==> config.mk <==
export PLATFORM = sky130hd
export DESIGN_NAME = pipeline_hazard_ctrl_flat
export DESIGN_NICKNAME = d
export VERILOG_FILES = /design/src/rtl/pipeline_hazard_ctrl_if.sv /design/src/rtl/pipeline_hazard_ctrl.sv /design/src/flat_wrapper.sv
export SDC_FILE = /design/constraint.sdc
export NUM_CORES = 1
export LEC_CHECK = 0
export ABC_CLOCK_PERIOD_IN_PS = 1200
export BUFFER_PORTS_ARGS = -buffer_cell sky130_fd_sc_hd__clkbuf_2
export CAP_MARGIN = 20
export CORE_AREA = 5 5 52 54
export DETAILED_ROUTE_END_ITERATION = 16
export DIE_AREA = 0 0 57 59
export PLACE_DENSITY = 0.73
export SLEW_MARGIN = 20
export SYNTH_ARGS = -nofsm -noshare
export SYNTH_HDL_FRONTEND = slang
export SYNTH_SLANG_ARGS = --single-unit
==> constraint.sdc <==
create_clock -name clk -period 1.2 [get_ports clk]
set_input_delay 0.12 -clock clk [delete_from_list [all_inputs] [get_ports clk]]
set_output_delay 0.12 -clock clk [all_outputs]
set_load 0.02 [all_outputs]
==> src/rtl/pipeline_hazard_ctrl_if.sv <==
// Hazard-control bundle between the 5-stage pipeline datapath and its hazard controller.
// The master side is the datapath, which reports stage contents.
// The slave side is the controller, which returns stall, flush and forwarding controls.
interface pipeline_hazard_ctrl_if #(
    parameter int REG_AW = 5
);
    logic              if_valid;
    logic [REG_AW-1:0] id_rs;
    logic [REG_AW-1:0] id_rt;
    logic              id_uses_rt;
    logic [REG_AW-1:0] ex_rs;
    logic [REG_AW-1:0] ex_rt;
    logic [REG_AW-1:0] ex_rd;
    logic              ex_mem_read;
    logic              ex_multi;
    logic [REG_AW-1:0] mem_rd;
    logic              mem_reg_write;
    logic [REG_AW-1:0] wb_rd;
    logic              wb_reg_write;
    logic              br_taken;

    logic              pc_write;
    logic              ifid_write;
    logic              idex_write;
    logic              ifid_flush;
    logic              idex_flush;
    logic              exmem_flush;
    logic [1:0]        fwd_a;
    logic [1:0]        fwd_b;
    logic              v_id;
    logic              v_ex;
    logic              v_mem;
    logic              v_wb;
    logic              busy;

    modport master (
        output if_valid, id_rs, id_rt, id_uses_rt, ex_rs, ex_rt, ex_rd,
               ex_mem_read, ex_multi, mem_rd, mem_reg_write, wb_rd, wb_reg_write, br_taken,
        input  pc_write, ifid_write, idex_write, ifid_flush, idex_flush, exmem_flush,
               fwd_a, fwd_b, v_id, v_ex, v_mem, v_wb, busy
    );

    modport slave (
        input  if_valid, id_rs, id_rt, id_uses_rt, ex_rs, ex_rt, ex_rd,
               ex_mem_read, ex_multi, mem_rd, mem_reg_write, wb_rd, wb_reg_write, br_taken,
        output pc_write, ifid_write, idex_write, ifid_flush, idex_flush, exmem_flush,
               fwd_a, fwd_b, v_id, v_ex, v_mem, v_wb, busy
    );
endinterface

==> src/rtl/pipeline_hazard_ctrl.sv <==
// Central hazard controller for the 5-stage MIPS pipeline (IF/ID/EX/MEM/WB).
// It tracks the stage valid bits, stalls on load-use and multi-cycle EX ops,
// flushes younger stages on a taken branch and selects EX operand forwarding.
module pipeline_hazard_ctrl #(
    parameter int REG_AW       = 5,
    parameter int MULTI_CYCLES = 4,
    parameter int BR_IN_MEM    = 1
) (
    input  logic                  clk,
    input  logic                  reset,
    pipeline_hazard_ctrl_if.slave bus
);
    localparam int CW = $clog2(MULTI_CYCLES) + 1;
    // Last EX cycle of a multi-cycle op; once cnt reaches it the op leaves EX.
    localparam logic [CW-1:0] CNT_LAST = CW'(MULTI_CYCLES - 1);

    logic          v_id;
    logic          v_ex;
    logic          v_mem;
    logic          v_wb;
    logic [CW-1:0] cnt;

    logic stall_m;
    logic lu;
    logic br_flush_mem;

    // Pick the EX operand source. MEM has priority over WB because it holds the younger result.
    // Register 0 and invalid stages are never forwarded.
    function automatic logic [1:0] fwd_sel(
        input logic [REG_AW-1:0] src,
        input logic              vm,
        input logic              mw,
        input logic [REG_AW-1:0] mrd,
        input logic              vw,
        input logic              ww,
        input logic [REG_AW-1:0] wrd
    );
        if (vm && mw && (mrd != '0) && (mrd == src))
            return 2'b10;
        else if (vw && ww && (wrd != '0) && (wrd == src))
            return 2'b01;
        else
            return 2'b00;
    endfunction

    // Hazard detection and pipeline control; reset dominates, then branch, then multi-cycle, then load-use.
    always_comb begin
        stall_m          = 1'b0;
        lu               = 1'b0;
        br_flush_mem     = (BR_IN_MEM != 0) ? bus.br_taken : 1'b0;
        bus.pc_write     = 1'b0;
        bus.ifid_write   = 1'b0;
        bus.idex_write   = 1'b0;
        bus.ifid_flush   = 1'b1;
        bus.idex_flush   = 1'b1;
        bus.exmem_flush  = 1'b1;
        bus.busy         = 1'b0;
        bus.fwd_a        = 2'b00;
        bus.fwd_b        = 2'b00;
        if (!reset) begin
            stall_m = v_ex && bus.ex_multi && (cnt < CNT_LAST) && !bus.br_taken;
            lu      = v_id && v_ex && bus.ex_mem_read && (bus.ex_rd != '0)
                      && ((bus.ex_rd == bus.id_rs) || (bus.id_uses_rt && (bus.ex_rd == bus.id_rt)))
                      && !bus.br_taken && !stall_m;
            bus.pc_write    = !stall_m && !lu;
            bus.ifid_write  = !stall_m && !lu;
            bus.idex_write  = !stall_m;
            bus.ifid_flush  = bus.br_taken;
            bus.idex_flush  = bus.br_taken || lu;
            bus.exmem_flush = stall_m || br_flush_mem;
            bus.busy        = stall_m;
            bus.fwd_a = fwd_sel(bus.ex_rs, v_mem, bus.mem_reg_write, bus.mem_rd,
                                v_wb, bus.wb_reg_write, bus.wb_rd);
            bus.fwd_b = fwd_sel(bus.ex_rt, v_mem, bus.mem_reg_write, bus.mem_rd,
                                v_wb, bus.wb_reg_write, bus.wb_rd);
        end
    end

    // Stage valid bits and multi-cycle occupancy counter.
    always_ff @(posedge clk) begin
        if (reset) begin
            v_id  <= 1'b0;
            v_ex  <= 1'b0;
            v_mem <= 1'b0;
            v_wb  <= 1'b0;
            cnt   <= '0;
        end else begin
            v_wb  <= v_mem;
            v_mem <= v_ex && !bus.exmem_flush;
            v_ex  <= stall_m ? v_ex : (v_id && !bus.idex_flush);
            if (bus.br_taken)
                v_id <= 1'b0;
            else if (!(stall_m || lu))
                v_id <= bus.if_valid;
            cnt   <= stall_m ? cnt + 1'b1 : '0;
        end
    end

    assign bus.v_id  = v_id;
    assign bus.v_ex  = v_ex;
    assign bus.v_mem = v_mem;
    assign bus.v_wb  = v_wb;
endmodule

==> src/flat_wrapper.sv <==
// flat-port wrapper written by rule: the top's interface ports become plain ports
module pipeline_hazard_ctrl_flat 
#(
    parameter int REG_AW       = 5,
    parameter int MULTI_CYCLES = 4,
    parameter int BR_IN_MEM    = 1
)
  (clk, reset, bus_if_valid, bus_id_rs, bus_id_rt, bus_id_uses_rt, bus_ex_rs, bus_ex_rt, bus_ex_rd, bus_ex_mem_read, bus_ex_multi, bus_mem_rd, bus_mem_reg_write, bus_wb_rd, bus_wb_reg_write, bus_br_taken, bus_pc_write, bus_ifid_write, bus_idex_write, bus_ifid_flush, bus_idex_flush, bus_exmem_flush, bus_fwd_a, bus_fwd_b, bus_v_id, bus_v_ex, bus_v_mem, bus_v_wb, bus_busy);
  pipeline_hazard_ctrl_if #(.REG_AW(REG_AW)) bus_i ();
  input  logic clk;
  input  logic reset;
  input wire logic [$bits(bus_i.if_valid)-1:0] bus_if_valid;
  input wire logic [$bits(bus_i.id_rs)-1:0] bus_id_rs;
  input wire logic [$bits(bus_i.id_rt)-1:0] bus_id_rt;
  input wire logic [$bits(bus_i.id_uses_rt)-1:0] bus_id_uses_rt;
  input wire logic [$bits(bus_i.ex_rs)-1:0] bus_ex_rs;
  input wire logic [$bits(bus_i.ex_rt)-1:0] bus_ex_rt;
  input wire logic [$bits(bus_i.ex_rd)-1:0] bus_ex_rd;
  input wire logic [$bits(bus_i.ex_mem_read)-1:0] bus_ex_mem_read;
  input wire logic [$bits(bus_i.ex_multi)-1:0] bus_ex_multi;
  input wire logic [$bits(bus_i.mem_rd)-1:0] bus_mem_rd;
  input wire logic [$bits(bus_i.mem_reg_write)-1:0] bus_mem_reg_write;
  input wire logic [$bits(bus_i.wb_rd)-1:0] bus_wb_rd;
  input wire logic [$bits(bus_i.wb_reg_write)-1:0] bus_wb_reg_write;
  input wire logic [$bits(bus_i.br_taken)-1:0] bus_br_taken;
  output wire logic [$bits(bus_i.pc_write)-1:0] bus_pc_write;
  output wire logic [$bits(bus_i.ifid_write)-1:0] bus_ifid_write;
  output wire logic [$bits(bus_i.idex_write)-1:0] bus_idex_write;
  output wire logic [$bits(bus_i.ifid_flush)-1:0] bus_ifid_flush;
  output wire logic [$bits(bus_i.idex_flush)-1:0] bus_idex_flush;
  output wire logic [$bits(bus_i.exmem_flush)-1:0] bus_exmem_flush;
  output wire logic [$bits(bus_i.fwd_a)-1:0] bus_fwd_a;
  output wire logic [$bits(bus_i.fwd_b)-1:0] bus_fwd_b;
  output wire logic [$bits(bus_i.v_id)-1:0] bus_v_id;
  output wire logic [$bits(bus_i.v_ex)-1:0] bus_v_ex;
  output wire logic [$bits(bus_i.v_mem)-1:0] bus_v_mem;
  output wire logic [$bits(bus_i.v_wb)-1:0] bus_v_wb;
  output wire logic [$bits(bus_i.busy)-1:0] bus_busy;
  assign bus_i.if_valid = bus_if_valid;
  assign bus_i.id_rs = bus_id_rs;
  assign bus_i.id_rt = bus_id_rt;
  assign bus_i.id_uses_rt = bus_id_uses_rt;
  assign bus_i.ex_rs = bus_ex_rs;
  assign bus_i.ex_rt = bus_ex_rt;
  assign bus_i.ex_rd = bus_ex_rd;
  assign bus_i.ex_mem_read = bus_ex_mem_read;
  assign bus_i.ex_multi = bus_ex_multi;
  assign bus_i.mem_rd = bus_mem_rd;
  assign bus_i.mem_reg_write = bus_mem_reg_write;
  assign bus_i.wb_rd = bus_wb_rd;
  assign bus_i.wb_reg_write = bus_wb_reg_write;
  assign bus_i.br_taken = bus_br_taken;
  assign bus_pc_write = bus_i.pc_write;
  assign bus_ifid_write = bus_i.ifid_write;
  assign bus_idex_write = bus_i.idex_write;
  assign bus_ifid_flush = bus_i.ifid_flush;
  assign bus_idex_flush = bus_i.idex_flush;
  assign bus_exmem_flush = bus_i.exmem_flush;
  assign bus_fwd_a = bus_i.fwd_a;
  assign bus_fwd_b = bus_i.fwd_b;
  assign bus_v_id = bus_i.v_id;
  assign bus_v_ex = bus_i.v_ex;
  assign bus_v_mem = bus_i.v_mem;
  assign bus_v_wb = bus_i.v_wb;
  assign bus_busy = bus_i.busy;
  pipeline_hazard_ctrl #(.REG_AW(REG_AW), .MULTI_CYCLES(MULTI_CYCLES), .BR_IN_MEM(BR_IN_MEM)) u_core (.clk(clk), .reset(reset), .bus(bus_i));
endmodule
Word-level counts from Yosys, hierarchy flattened
Cells that the tools add are included.
{"block": "word_totals", "reg_bits": 7, "latchBits": 0, "ramBits": 0, "romBits": 0, "input_bits": 44, "out_inout_bits": 15, "wordCells": 62, "memories": 0}
{"block": "classes", "addsub": 1, "mul": 0, "div": 0, "order_cmp": 1, "eq_ne": 6, "shifts": 0, "mux": 13, "n_bitwise": 1, "n_reduce_logical": 35}
{"operator": "5-bit == test", "n": 6}
{"operator": "1-bit logical AND", "n": 21}
{"operator": "5-bit nonzero test", "n": 3}
{"operator": "1-bit two-way mux", "n": 9}
{"operator": "2-bit two-way mux", "n": 4}
{"operator": "1-bit logical NOT", "n": 5}
{"operator": "1-bit logical OR", "n": 4}
{"operator": "2-bit OR reduction", "n": 2}
{"operator": "3-bit by 1-bit adder with 3-bit output, second input constant", "n": 1}
{"operator": "3-bit by 2-bit < comparator with 1-bit output, second input constant", "n": 1}
{"operator": "1-bit NOT", "n": 1}

Logic depth before layout (Yosys ltp)
{"block": "depth", "word_depth": 10, "ltp_mapped": 6, "mapped_depth_nobuf": 5}

Worst setup path before layout
Ideal clock, no wire load.
{"block": "synth_timing", "path_kind": "reg2out", "from": "reg u_core.v_wb (netlist: u_core.bus.v_wb)", "to": "out bus_fwd_a[0]", "arrival_time_ns": 1.555, "required_ns": 1.080, "slack_ns": -0.475, "path_stages_with_launch": 6, "path_buffers": 0, "path_cell_list": "dfxtp_1 > nand2_1 > nor2_1 > o21ai_1 > or4_1 > nor4_2"}
{"block": "synth_between", "elab_chain_cells": 6}
{"item": "start: declaration", "line_no": "pipeline_hazard_ctrl.sv:20", "rtl": "logic v_wb;"}
{"item": "start signal: assignment", "line_no": "pipeline_hazard_ctrl.sv:88", "rtl": "v_wb <= v_mem;"}
{"item": "1-bit logical AND (3 in a row)", "line_no": "pipeline_hazard_ctrl.sv:40", "rtl": "else if (vw && ww && (wrd != '0) && (wrd == src))"}
{"item": "1-bit two-way mux", "line_no": "pipeline_hazard_ctrl.sv:40"}
{"item": "2-bit two-way mux", "line_no": "pipeline_hazard_ctrl.sv:38", "rtl": "if (vm && mw && (mrd != '0) && (mrd == src))"}
{"item": "2-bit two-way mux", "line_no": "pipeline_hazard_ctrl.sv:60", "rtl": "if (!reset) begin"}
{"item": "end: declaration", "line_no": "flat_wrapper.sv:32", "rtl": "output wire logic [$bits(bus_i.fwd_a)-1:0] bus_fwd_a;"}
Every way passes these cells.

Worst setup path in the final report
{"block": "layout_timing", "from": "reg u_core.v_wb (netlist: u_core.bus.v_wb)", "to": "out bus_fwd_b[0]"}
{"block": "layout_between", "elab_chain_cells": 6}
{"item": "1-bit logical AND (3 in a row)", "line_no": "pipeline_hazard_ctrl.sv:40"}
{"item": "1-bit two-way mux", "line_no": "pipeline_hazard_ctrl.sv:40"}
{"item": "2-bit two-way mux", "line_no": "pipeline_hazard_ctrl.sv:38"}
{"item": "2-bit two-way mux", "line_no": "pipeline_hazard_ctrl.sv:60"}
{"item": "end: declaration", "line_no": "flat_wrapper.sv:33", "rtl": "output wire logic [$bits(bus_i.fwd_b)-1:0] bus_fwd_b;"}
Every way passes these cells.

==> results_dict.tcl <==
set metrics [dict create \
    routed-wl-met2_um 1605 \
    antenna-diode-count 0 \
    crit_buf_inv 1 \
    critPathCaptureType "output pin" \
    fin_nets 225 \
    ioPinCount 59 \
    peakVddDrop_v 0.0005491 \
    die_y_um 59 \
    fp.dieW_um 57 \
    cts_buffers 3 \
    wl_um 3136 \
    antenna_found_initial 0 \
    highest_layer "met4" \
    synthSimpleGateAreaFrac_pct 32.06 \
    synth.distinct_cells 27 \
    clock-sinks 7 \
    wl_met1_um 1131 \
    slew_headroom_pct 79.15 \
    core-area_um2 2170 \
    worstPathArrival_ps 1620 \
    drc 0 \
    grt_overflow 0 \
    port_buffers 58 \
    insertion_delay_ps 260 \
    wl_per_cell_um 15.15 \
    powerDensity_nw_per_um2 562.5 \
    slew_viol_final 0 \
    synth_compound_area_share_pct 8.014 \
    crit_type "flop to output pin" \
    crit_path_start_kind "flop" \
    grt_max_degree 7 \
    grt_pass1_vias 1130 \
    grt_use_total_pct 19.76 \
    syn_nets 133 \
    final_cell_mix "clkbuf_2, buf_4, xor2_1" \
    fin_crit_ps 1738 \
    status "finished, violations left" \
    yosysWarnings 0 \
    violations "negative setup slack" \
    reg2reg_from "u_core.cnt[1]" \
    synth-seq-area-share_pct 19.51 \
    dr.pass1.iters 4 \
    ant_nets 0 \
    drtIter0Drc 5 \
    yosys.area_share.adder_pct 1.742 \
    grt_pass1_wl_um 5106 \
    crit_family "simple AND/OR/NAND/NOR gates" \
    rsz0062_at_grt "yes" \
    syn_area_um2 718.2 \
    maxCapViolations 0 \
    worst-endpoint-required_ps 1080 \
    slowest_stage "or4_4" \
    setup-violations-final 11 \
    path_cells "nand2_2, nor2_2, o21ai_2, or4_4, nor4_4, buf_4" \
    max_freq_ghz 0.5755 \
    cp.depth 6 \
    start_util_pct 33.10 \
    vias_per_cell 4.918 \
    die_area_um2 3363 \
    routed-wl-met3_um 319 \
    timing.final.ws_setup_ps -537.6 \
    setup.worst_path.end "bus_fwd_b[0]" \
    cts-root-buf "clkbuf_4" \
    place_hpwl_um 2433 \
    final_common_cell "clkbuf_2" \
    clk_pin_slew_ps 60 \
    drive_gt1_share_pct 69.27 \
    synthToLayoutAreaGrowth_pct 112.4 \
    path_max_fanout 2 \
    leakagePower_nw 0.7269 \
    cp_slowest_stage_delay_ps 490 \
    final-hold-violation-count 0 \
    skew_ps 5.548 \
    worst_pin_slew_ps 310.5 \
    clock_path_buffers 2 \
    synthXorXnorAreaFrac_pct 36.59 \
    gp_congestion 0.9337 \
    ff2ff_path_depth 6 \
    cts_tree "built" \
    num_rows 17 \
    place_ws_ps -451.5 \
    netlist_instances 88 \
    power.total_mw 0.8579 \
    avgSynthCellArea_um2 8.161 \
    reg2reg_slack_ps -100 \
    ys_ff_latch 7 \
    rr_endpoint "u_core.bus.v_id" \
    cp-startpoint "u_core.bus.v_wb" \
    synth_top_family_by_area "XOR/XNOR gates" \
    hold_path_class "input port to flop" \
    htreeDepth 1 \
    min_period_over_period_pct 144.8 \
    num_vias 1018 \
    synth_mux_area_share_pct 0 \
]
-- repair_timing --
| item | in CTS | in global routing |
|---|---|---|
| gates resized for setup | 35 | 12 |
| pin swaps | 15 | 6 |
| hold buffers | 0 | 0 |
| setup buffers | 9 | 0 |
| setup endpoints to repair | 10 | 12 |
-- synthesized netlist by cell type, drive strengths merged --
cell type	number	area (um^2)
nor3	2	10.01
and2	1	6.260
o21ai	2	10.00
dfxtp	7	140.1
nand2	7	26.28
o211ai	2	20.02
nand4b	2	17.52
nor2b	3	18.77
nand4	2	12.51
and3	3	18.77
xnor2	16	140.1
ha	1	12.51
nor2	6	22.52
xor2	14	122.6
a21o	1	7.510
o22ai	1	6.260
nand3	4	20.02
a21oi	1	5.000
inv	2	7.510
buf	1	7.510
or4	4	30.03
and4b	1	10.01
nor4	4	37.53
o22a	1	8.760
-- power by group --
part / internal [mW] / switching (mW) / leakage (nW)
logic: 0.201 / 0.193 / 0.652
clock network: 0.128 / 0.0979 / 0.0150
registers: 0.235 / 0.00406 / 0.0601
total: 0.563 / 0.295 / 0.727
-- worst reg2reg max path, stage by stage, from the launching register on --
cell and delay (ps):
dfxtp_2 320, nand2_2 70, nand4b_1 230, buf_4 230, buf_6 110, o22a_1 190, o211ai_1 80
-- sequential cells by signal, summed over array words and instances (netlist names) --
register          cells
u_core.cnt            3
u_core.bus.v_wb       1
u_core.bus.v_mem      1
u_core.bus.v_ex       1
u_core.bus.v_id       1
-- layer usage --
layer  global-route usage [%]  vias up
met1                    19.87      454
met5                        0        -
met2                    37.03       62
met4                    8.940        0
met3                    6.318       10
li1                         -      492
-- logic make-up (layout without fill, tap and decap cells) --
group / after synthesis / in the layout
compound gates: 8 / 8
xor+xnor: 30 / 30
fa+ha+maj: 1 / 1
buf+inv: 3 / 94
flops: 7 / 7
simple gates: 39 / 39
-- through the flow --
stage	cells	hold WS, ps	util, %	instance area, um^2	setup TNS (ps)
floorplan	88	181.9	-	790.8	-1007
global placement	195	410.9	58.54	1270	-1618
detailed placement	195	433.4	58.54	1270	-1725
CTS	207	144.7	69.32	1504	-3095
global route	207	178.5	70.30	1525	-3727
finish	207	162.3	70.30	1525	-3085
-- layout make-up --
class                      instances  area, um^2
multi-input combinational         78       710.7
clock buffer                       4       26.28
fill                             179       644.4
inverter                           2       7.507
sequential                         7       152.6
timing repair buffer              88       593.1
tap                               28       35.03
-- worst min path at each step --
stage	startpoint	to	slack, ps	cells after the start
after floorplan	reset	u_core.bus.v_wb	180	1
after global placement	bus_if_valid	u_core.bus.v_id	410	3
after detailed placement	bus_if_valid	u_core.bus.v_id	430	3
after CTS	bus_if_valid	u_core.bus.v_id	140	3
after global routing	bus_if_valid	u_core.bus.v_id	180	3
final	bus_if_valid	u_core.bus.v_id	160	3
(Power assumes the default switching activity.)
